**config.mk**
```make
export PLATFORM = sky130hd
export DESIGN_NAME = spike_count_decoder_flat
export DESIGN_NICKNAME = d
export VERILOG_FILES = /design/src/rtl/spike_count_decoder_if.sv /design/src/rtl/spike_count_decoder.sv /design/src/flat_wrapper.sv
export SDC_FILE = /design/constraint.sdc
export NUM_CORES = 1
export LEC_CHECK = 0
export CELL_PAD_IN_SITES_DETAIL_PLACEMENT = 1
export CELL_PAD_IN_SITES_GLOBAL_PLACEMENT = 1
export CORE_MARGIN = 2
export CORE_UTILIZATION = 43
export DETAILED_ROUTE_END_ITERATION = 10
export PLACE_DENSITY_LB_ADDON = 0.05
export SLEW_MARGIN = 20
export SYNTH_ARGS = -nofsm -noshare
export SYNTH_HDL_FRONTEND = slang
export SYNTH_SLANG_ARGS = --single-unit
```
**constraint.sdc**
```tcl
create_clock -name clk -period 2.7 [get_ports clk]
set_input_delay 0.54 -clock clk [delete_from_list [all_inputs] [get_ports clk]]
set_output_delay 0.54 -clock clk [all_outputs]
set_load 0.005 [all_outputs]
```
**src/rtl/spike_count_decoder_if.sv**
```systemverilog
// Purpose : bundles the spike input bus and the classification result bus of the decoder.
// Ports   : spike/in_valid (upstream -> decoder); result, max_count, margin, early,
//           saturated, out_valid, busy (decoder -> consumer). master = upstream/consumer, slave = decoder.
interface spike_count_decoder_if #(
    parameter int OUTPUT_SIZE   = 10,
    parameter int OUTPUT_WIDTH  = 4,
    parameter int COUNTER_WIDTH = 8
);
    logic [OUTPUT_SIZE-1:0]   spike;
    logic                     in_valid;
    logic [OUTPUT_WIDTH-1:0]  result;
    logic [COUNTER_WIDTH-1:0] max_count;
    logic [COUNTER_WIDTH-1:0] margin;
    logic                     early;
    logic                     saturated;
    logic                     out_valid;
    logic                     busy;

    modport master (
        output spike, in_valid,
        input  result, max_count, margin, early, saturated, out_valid, busy
    );

    modport slave (
        input  spike, in_valid,
        output result, max_count, margin, early, saturated, out_valid, busy
    );
endinterface

```
**src/rtl/spike_count_decoder.sv**
```systemverilog
// Purpose : counts per-channel output spikes over a frame, then argmax-scans and reports the
//           winning class, its count and the margin over the runner-up.
// Latency : out_valid pulses OUTPUT_SIZE+1 edges after the edge that samples in_valid=0.
// Backpr. : none; busy is high during SCAN/DONE and any spikes/in_valid there are dropped.
// Ports   : clk, rstn (async active-low), bus (slave modport: spike/in_valid in, result bus out).
module spike_count_decoder #(
    parameter int OUTPUT_SIZE    = 10,
    parameter int OUTPUT_WIDTH   = 4,
    parameter int COUNTER_WIDTH  = 8,
    parameter int EARLY_EXIT     = 0,
    parameter int EXIT_THRESHOLD = 32
) (
    input  logic clk,
    input  logic rstn,
    spike_count_decoder_if.slave bus
);
    localparam int IW = (OUTPUT_SIZE > 1) ? $clog2(OUTPUT_SIZE) : 1;
    localparam logic [COUNTER_WIDTH-1:0] CNT_MAX = '1;
    localparam logic [COUNTER_WIDTH-1:0] THR     = COUNTER_WIDTH'(EXIT_THRESHOLD);
    localparam logic [IW-1:0]            LAST_K  = IW'(OUTPUT_SIZE - 1);

    generate
        if (OUTPUT_WIDTH < 1 || OUTPUT_WIDTH < $clog2(OUTPUT_SIZE)) begin : g_bad_width
            $error("spike_count_decoder: OUTPUT_WIDTH too small for OUTPUT_SIZE");
        end
    endgenerate

    typedef enum logic [1:0] {S_IDLE, S_ACCUM, S_SCAN, S_DONE} state_t;

    state_t                   state, state_nxt;
    logic [COUNTER_WIDTH-1:0] cnt     [OUTPUT_SIZE];
    logic [COUNTER_WIDTH-1:0] cnt_nxt [OUTPUT_SIZE];
    logic                     count_en, inc_at_max, hit, exit_now;
    logic                     drain, early_flag, sat_flag;
    logic [IW-1:0]            scan_k;
    logic [COUNTER_WIDTH-1:0] best, second, cur;
    logic [OUTPUT_WIDTH-1:0]  idx;

    logic [OUTPUT_WIDTH-1:0]  result_q;
    logic [COUNTER_WIDTH-1:0] max_count_q, margin_q;
    logic                     early_q, saturated_q, out_valid_q;

    // The first in_valid cycle is counted while still in IDLE, so the counters see every
    // valid cycle of the frame; a draining tail of an early-exited frame is never counted.
    assign count_en = bus.in_valid && ((state == S_IDLE && !drain) || state == S_ACCUM);

    always_comb begin
        inc_at_max = 1'b0;
        hit        = 1'b0;
        for (int i = 0; i < OUTPUT_SIZE; i++) begin
            cnt_nxt[i] = cnt[i];
            if (count_en && bus.spike[i]) begin
                if (cnt[i] == CNT_MAX) inc_at_max = 1'b1;
                else                   cnt_nxt[i] = cnt[i] + 1'b1;
            end
            if (cnt_nxt[i] >= THR) hit = 1'b1;
        end
    end

    assign exit_now = (EARLY_EXIT != 0) && hit;
    assign cur      = cnt[scan_k];

    always_ff @(posedge clk or negedge rstn) begin
        if (!rstn) state <= S_IDLE;
        else       state <= state_nxt;
    end

    always_comb begin
        state_nxt = state;
        case (state)
            S_IDLE:  if (bus.in_valid && !drain)         state_nxt = S_ACCUM;
            S_ACCUM: if (!bus.in_valid || exit_now)      state_nxt = S_SCAN;
            S_SCAN:  if (scan_k == LAST_K)               state_nxt = S_DONE;
            S_DONE:                                      state_nxt = S_IDLE;
            default:                                     state_nxt = S_IDLE;
        endcase
    end

    always_ff @(posedge clk or negedge rstn) begin
        if (!rstn) begin
            for (int i = 0; i < OUTPUT_SIZE; i++) cnt[i] <= '0;
            drain       <= 1'b0;
            early_flag  <= 1'b0;
            sat_flag    <= 1'b0;
            scan_k      <= '0;
            best        <= '0;
            second      <= '0;
            idx         <= '0;
            result_q    <= '0;
            max_count_q <= '0;
            margin_q    <= '0;
            early_q     <= 1'b0;
            saturated_q <= 1'b0;
            out_valid_q <= 1'b0;
        end else begin
            out_valid_q <= 1'b0;
            if (count_en) begin
                for (int i = 0; i < OUTPUT_SIZE; i++) cnt[i] <= cnt_nxt[i];
                if (inc_at_max) sat_flag <= 1'b1;
            end
            case (state)
                S_IDLE, S_ACCUM: begin
                    scan_k <= '0;
                    best   <= '0;
                    second <= '0;
                    idx    <= '0;
                    if (state == S_IDLE && !bus.in_valid) drain <= 1'b0;
                    // A threshold hit while in_valid is still high leaves the rest of this
                    // frame to be swallowed, so it cannot masquerade as a new frame.
                    if (state == S_ACCUM && exit_now) begin
                        early_flag <= 1'b1;
                        if (bus.in_valid) drain <= 1'b1;
                    end
                end
                S_SCAN: begin
                    // Strict compares keep the lowest index on ties.
                    if (cur > best) begin
                        second <= best;
                        best   <= cur;
                        idx    <= OUTPUT_WIDTH'(scan_k);
                    end else if (cur > second) begin
                        second <= cur;
                    end
                    scan_k <= scan_k + 1'b1;
                end
                S_DONE: begin
                    result_q    <= idx;
                    max_count_q <= best;
                    margin_q    <= best - second;
                    early_q     <= early_flag;
                    saturated_q <= sat_flag;
                    out_valid_q <= 1'b1;
                    for (int i = 0; i < OUTPUT_SIZE; i++) cnt[i] <= '0;
                    early_flag  <= 1'b0;
                    sat_flag    <= 1'b0;
                end
                default: ;
            endcase
        end
    end

    assign bus.result    = result_q;
    assign bus.max_count = max_count_q;
    assign bus.margin    = margin_q;
    assign bus.early     = early_q;
    assign bus.saturated = saturated_q;
    assign bus.out_valid = out_valid_q;
    assign bus.busy      = (state == S_SCAN) || (state == S_DONE);
endmodule

```
**src/flat_wrapper.sv**
```systemverilog
// flat-port wrapper written by rule: the top's interface ports become plain ports
module spike_count_decoder_flat 
#(
    parameter int OUTPUT_SIZE    = 10,
    parameter int OUTPUT_WIDTH   = 4,
    parameter int COUNTER_WIDTH  = 8,
    parameter int EARLY_EXIT     = 0,
    parameter int EXIT_THRESHOLD = 32
)
  (clk, rstn, bus_spike, bus_in_valid, bus_result, bus_max_count, bus_margin, bus_early, bus_saturated, bus_out_valid, bus_busy);
  spike_count_decoder_if #(.OUTPUT_SIZE(OUTPUT_SIZE), .OUTPUT_WIDTH(OUTPUT_WIDTH), .COUNTER_WIDTH(COUNTER_WIDTH)) bus_i ();
  input  logic clk;
  input  logic rstn;
  input wire logic [$bits(bus_i.spike)-1:0] bus_spike;
  input wire logic [$bits(bus_i.in_valid)-1:0] bus_in_valid;
  output wire logic [$bits(bus_i.result)-1:0] bus_result;
  output wire logic [$bits(bus_i.max_count)-1:0] bus_max_count;
  output wire logic [$bits(bus_i.margin)-1:0] bus_margin;
  output wire logic [$bits(bus_i.early)-1:0] bus_early;
  output wire logic [$bits(bus_i.saturated)-1:0] bus_saturated;
  output wire logic [$bits(bus_i.out_valid)-1:0] bus_out_valid;
  output wire logic [$bits(bus_i.busy)-1:0] bus_busy;
  assign bus_i.spike = bus_spike;
  assign bus_i.in_valid = bus_in_valid;
  assign bus_result = bus_i.result;
  assign bus_max_count = bus_i.max_count;
  assign bus_margin = bus_i.margin;
  assign bus_early = bus_i.early;
  assign bus_saturated = bus_i.saturated;
  assign bus_out_valid = bus_i.out_valid;
  assign bus_busy = bus_i.busy;
  spike_count_decoder #(.OUTPUT_SIZE(OUTPUT_SIZE), .OUTPUT_WIDTH(OUTPUT_WIDTH), .COUNTER_WIDTH(COUNTER_WIDTH), .EARLY_EXIT(EARLY_EXIT), .EXIT_THRESHOLD(EXIT_THRESHOLD)) u_core (.clk(clk), .rstn(rstn), .bus(bus_i));
endmodule
```
==> key figures <==
Clock tree
  – Worst-Skew Late Latency: 0.43 ns
  – TritonCTS clock tree: done
  – CTS Buffer Depth: 2
  – Worst-path clk slew: about 0.060 ns
  – CTS H-tree depth: 4
  – Clock root cell: clkbuf_16
  – Hold_buf cts: 0
  – Clk sinks: 129
  – CTS buffer count: 17

Yosys
  – Post-synth EDFFs: 0
  – Yosys top cell area share: 0.400
  – Mean Syn Cell Area: between 8 and 9 sq um
  – Yosys reg bits: 129
  – Top FF cell, synth: dfrtp_1
  – Post-synth top area cell: dfrtp_1
  – Register area share after synthesis: 0.400
  – Synth cell types: between 60 and 70
  – Synth warnings: 0
  – Mapped Area: 8060 sq um
  – Post-Synthesis Cells: 897
  – Syn Nets: 951
  – Asr flop ratio synth: 1.00
  – Top cells by area, synth: dfrtp_1 40%, mux2i_1 8.9%, ha_1 6.2%

Place
  – Final Wtd Congestion: 0.878
  – Buffers on Ports: 35
  – HPWL after DPL: 19000 microns

Worst setup path
  – Critical Path AT: 3.41 ns
  – Kind of critical path: register to register
  – Critical path required time: 3.06 ns
  – Max Fanout on Critical Path: 12
  – Critical Path Sink Type: register
  – Startpoint Class: register

Floorplan
  – DIE WIDTH: 141 microns
  – Starting density of the core: 0.434
  – Die area: 19900 sq um
  – Die Y: 141 microns
  – Num rows: 50
  – IO Pins: 37
  – Core Area: 18600 sq um

Detailed routing
  – Post-Route M1 WL: 11900 microns
  – Remaining antenna violation count: 0
  – DRC Markers: 0
  – Met3 WL: 720 microns
  – Drt total wl: 26600 microns
  – Post-DR wirelength/cell: 20.9 microns
  – Met2 WL post-DR: around 13000 microns
  – Top sig layer: met4
  – Number of detailed-route iterations in the first pass: 5
  – Number of DRC markers in iteration 0: 355
  – Via density: 5.84
  – Vias: about 7400

Global route
  – Initial antenna violation count: 0
  – Vias in the first global route: approximately 7800
  – First-pass GRT wire length: 42400 microns
  – Largest net degree at the start of global routing: 95
  – GR Overflow Total: 0
  – Global Route Usage Sum: 0.275

STA
  – Max Slew Vio Count: 0
  – Final Worst Setup Slack: -0.357 ns
  – Worst Max-Slew Pin Slew: 0.997 ns
  – Final min period: 3.06 ns
  – Top achievable clock speed: 0.327 GHz
  – Fin. Hold Viols: 0
  – Final Skew: 0.00810 ns
  – Setup_tns: -6.67 ns
  – Unrepaired setup endpoints after global routing: yes
  – Hold_ws: 0.0596 ns
  – # setup viols final: 20
  – Period utilization: 1.13
  – Max-Slew Margin vs Limit: 0.335

Status
  – Status: complete, but fails checks
  – Failing checks: negative setup slack

Final layout
  – # fillers: 2111
  – Area Growth Syn to Fin: 30.1%
  – Layout cell share with drive strength beyond 1: 0.222
  – Final net count: roughly 1100
  – # diodes: 0

Flow run
  – Max_cap viols: 0

Power and ir drop
  – VDD IR-drop max: between 0.0005 and 0.0006 V
  – Total power: 13.2 mW
  – Pleak: 4.51 nW
  – Power per cell area: 1260 nW/um^2

Worst hold path
  – Hold crit path type: input pin to asynchronous set/reset pin
==> cell usage in the layout (no fill, tap or decap), drive strengths merged, types with 6 or more instances in the layout <==
cell / count
o21ai: 81
a22o: 13
clkbuf: 21
clkdlybuf4s50: 34
nor2b: 10
nor2: 96
o31a: 7
dfrtp: 129
a21oi: 42
mux2i: 72
nand2: 118
ha: 40
o31ai: 11
or2: 7
buf: 124
xnor2: 6
inv: 33
o221ai: 16
o211ai: 9
nand4: 18
o22ai: 9
mux2: 17
a21o: 9
a22oi: 14
nand3: 25
nor3: 22
==> synthesized netlist by cell type (3+ instances only) <==
library cell	number
a22o_1	13
nand4_1	18
nand2_1	118
a211oi_1	3
a22oi_1	14
buf_1	4
a21o_1	8
nor3_1	22
mux2_2	17
buf_2	12
o31ai_1	11
inv_1	33
ha_1	40
o211ai_2	3
a31oi_1	3
o22ai_1	9
dfrtp_1	129
xnor2_1	6
mux2i_1	72
o211ai_4	4
o221ai_1	16
o31a_1	7
a21oi_1	42
xor2_1	3
nor2_1	96
nor2b_1	10
nand3_1	24
or4_1	3
and4_1	4
clkbuf_1	28
o21ai_0	79
or2_2	4
==> per-layer routing <==
| layer | vias up | global-route usage |
|---|---|---|
| li1 | 3499 | - |
| met1 | 3791 | 0.348 |
| met2 | 115 | 0.483 |
| met3 | 32 | 0.0465 |
| met4 | 0 | 0.0832 |
| met5 | - | 0 |
==> area by class of cell <==
cell class | instances | area (sq um) | area share
Clock buffer | 21 | 470 | 0.0448
Tap cell | 234 | 293 | 0.0279
Clock inverter | 10 | 110 | 0.0105
Timing Repair Buffer | 158 | 1440 | 0.137
Multi-Input combinational cell | 688 | 4820 | 0.460
Inverter | 33 | 124 | 0.0118
Sequential cell | 129 | 3230 | 0.308
==> registers in the layout, summed over array words and instances, names as in the netlist <==
signal                count
u_core.cnt               80
u_core.best               8
u_core.bus.margin         8
u_core.bus.max_count      8
u_core.second             8
u_core.bus.result         4
u_core.idx                4
u_core.scan_k             4
u_core.state              2
u_core.bus.out_valid      1
u_core.bus.saturated      1
u_core.sat_flag           1
==> report_power, final <==
part | total [mW] | switching (mW) | internal, mW
clock network | 2.32 | 0.901 | 1.42
logic | 7.55 | 4.12 | 3.43
registers | 3.33 | 0.706 | 2.63
==> repair_timing <==
item,4_1_cts,5_1_grt
resized for setup,37,23
buffers inserted,6,12
pin swaps,20,15
cloned,2,0
endpoints found under the setup margin,21,20
==> kinds of logic (layout without fill, tap and decap cells) <==
| kind of cell | count (synthesis) | count (layout) | share of synthesized area |
|---|---|---|---|
| multiplexers | 89 | 89 | 0.113 |
| AND/OR/NAND/NOR | 314 | 314 | 0.173 |
| AO/OA/AOI/OAI | 233 | 234 | 0.196 |
| adder cells (fa/ha/maj) | 41 | 41 | 0.0646 |
| flip-flops | 129 | 129 | 0.400 |
| other | 1 | 1 | 0.000465 |
| buffers and inverters | 81 | 222 | 0.0424 |
| XOR/XNOR | 9 | 9 | 0.00978 |
==> metrics by stage <==
stage | std cells | setup slack (ns) | instance area (sq um) | util
2_1_floorplan | 897 | 0.000765 | 8130 | -
3_3_place_gp | 1223 | -0.495 | 9420 | 0.507
3_5_place_dp | 1223 | -0.588 | 9420 | 0.507
4_1_cts | 1262 | -0.216 | 10300 | 0.552
5_1_grt | 1273 | -0.415 | 10500 | 0.565
6_report | 1273 | -0.357 | 10500 | 0.565
==> final timing paths <==
path / from / endpoint / slack (ns) / cells past startpoint
hold / removal: rstn / u_core.second[5] / 0.06 / 1
max in group asynchronous: rstn / u_core.cnt[9] / 1.97 / 2
setup / recovery: u_core.scan_k[1] / u_core.best[5] / -0.36 / 14
min in group clk: u_core.bus.margin[4] / u_core.bus.margin[4] / 0.48 / 2
setup reg to reg: u_core.scan_k[1] / u_core.best[5] / -0.36 / 14
hold reg to reg: u_core.bus.margin[4] / u_core.bus.margin[4] / 0.48 / 2
==> critical path, stage by stage (launching register included) <==
cell	delay [ns]
dfrtp_2	0.47
buf_12	0.17
buf_4	0.13
mux2i_2	0.19
o22ai_1	0.13
o31a_1	0.35
ha_1	0.29
nand4_1	0.15
nor2b_2	0.21
o21ai_2	0.10
and2_4	0.20
buf_4	0.15
nor2_4	0.14
buf_12	0.15
a22o_1	0.14
No activity file was read; power rests on OpenSTA's default activity.
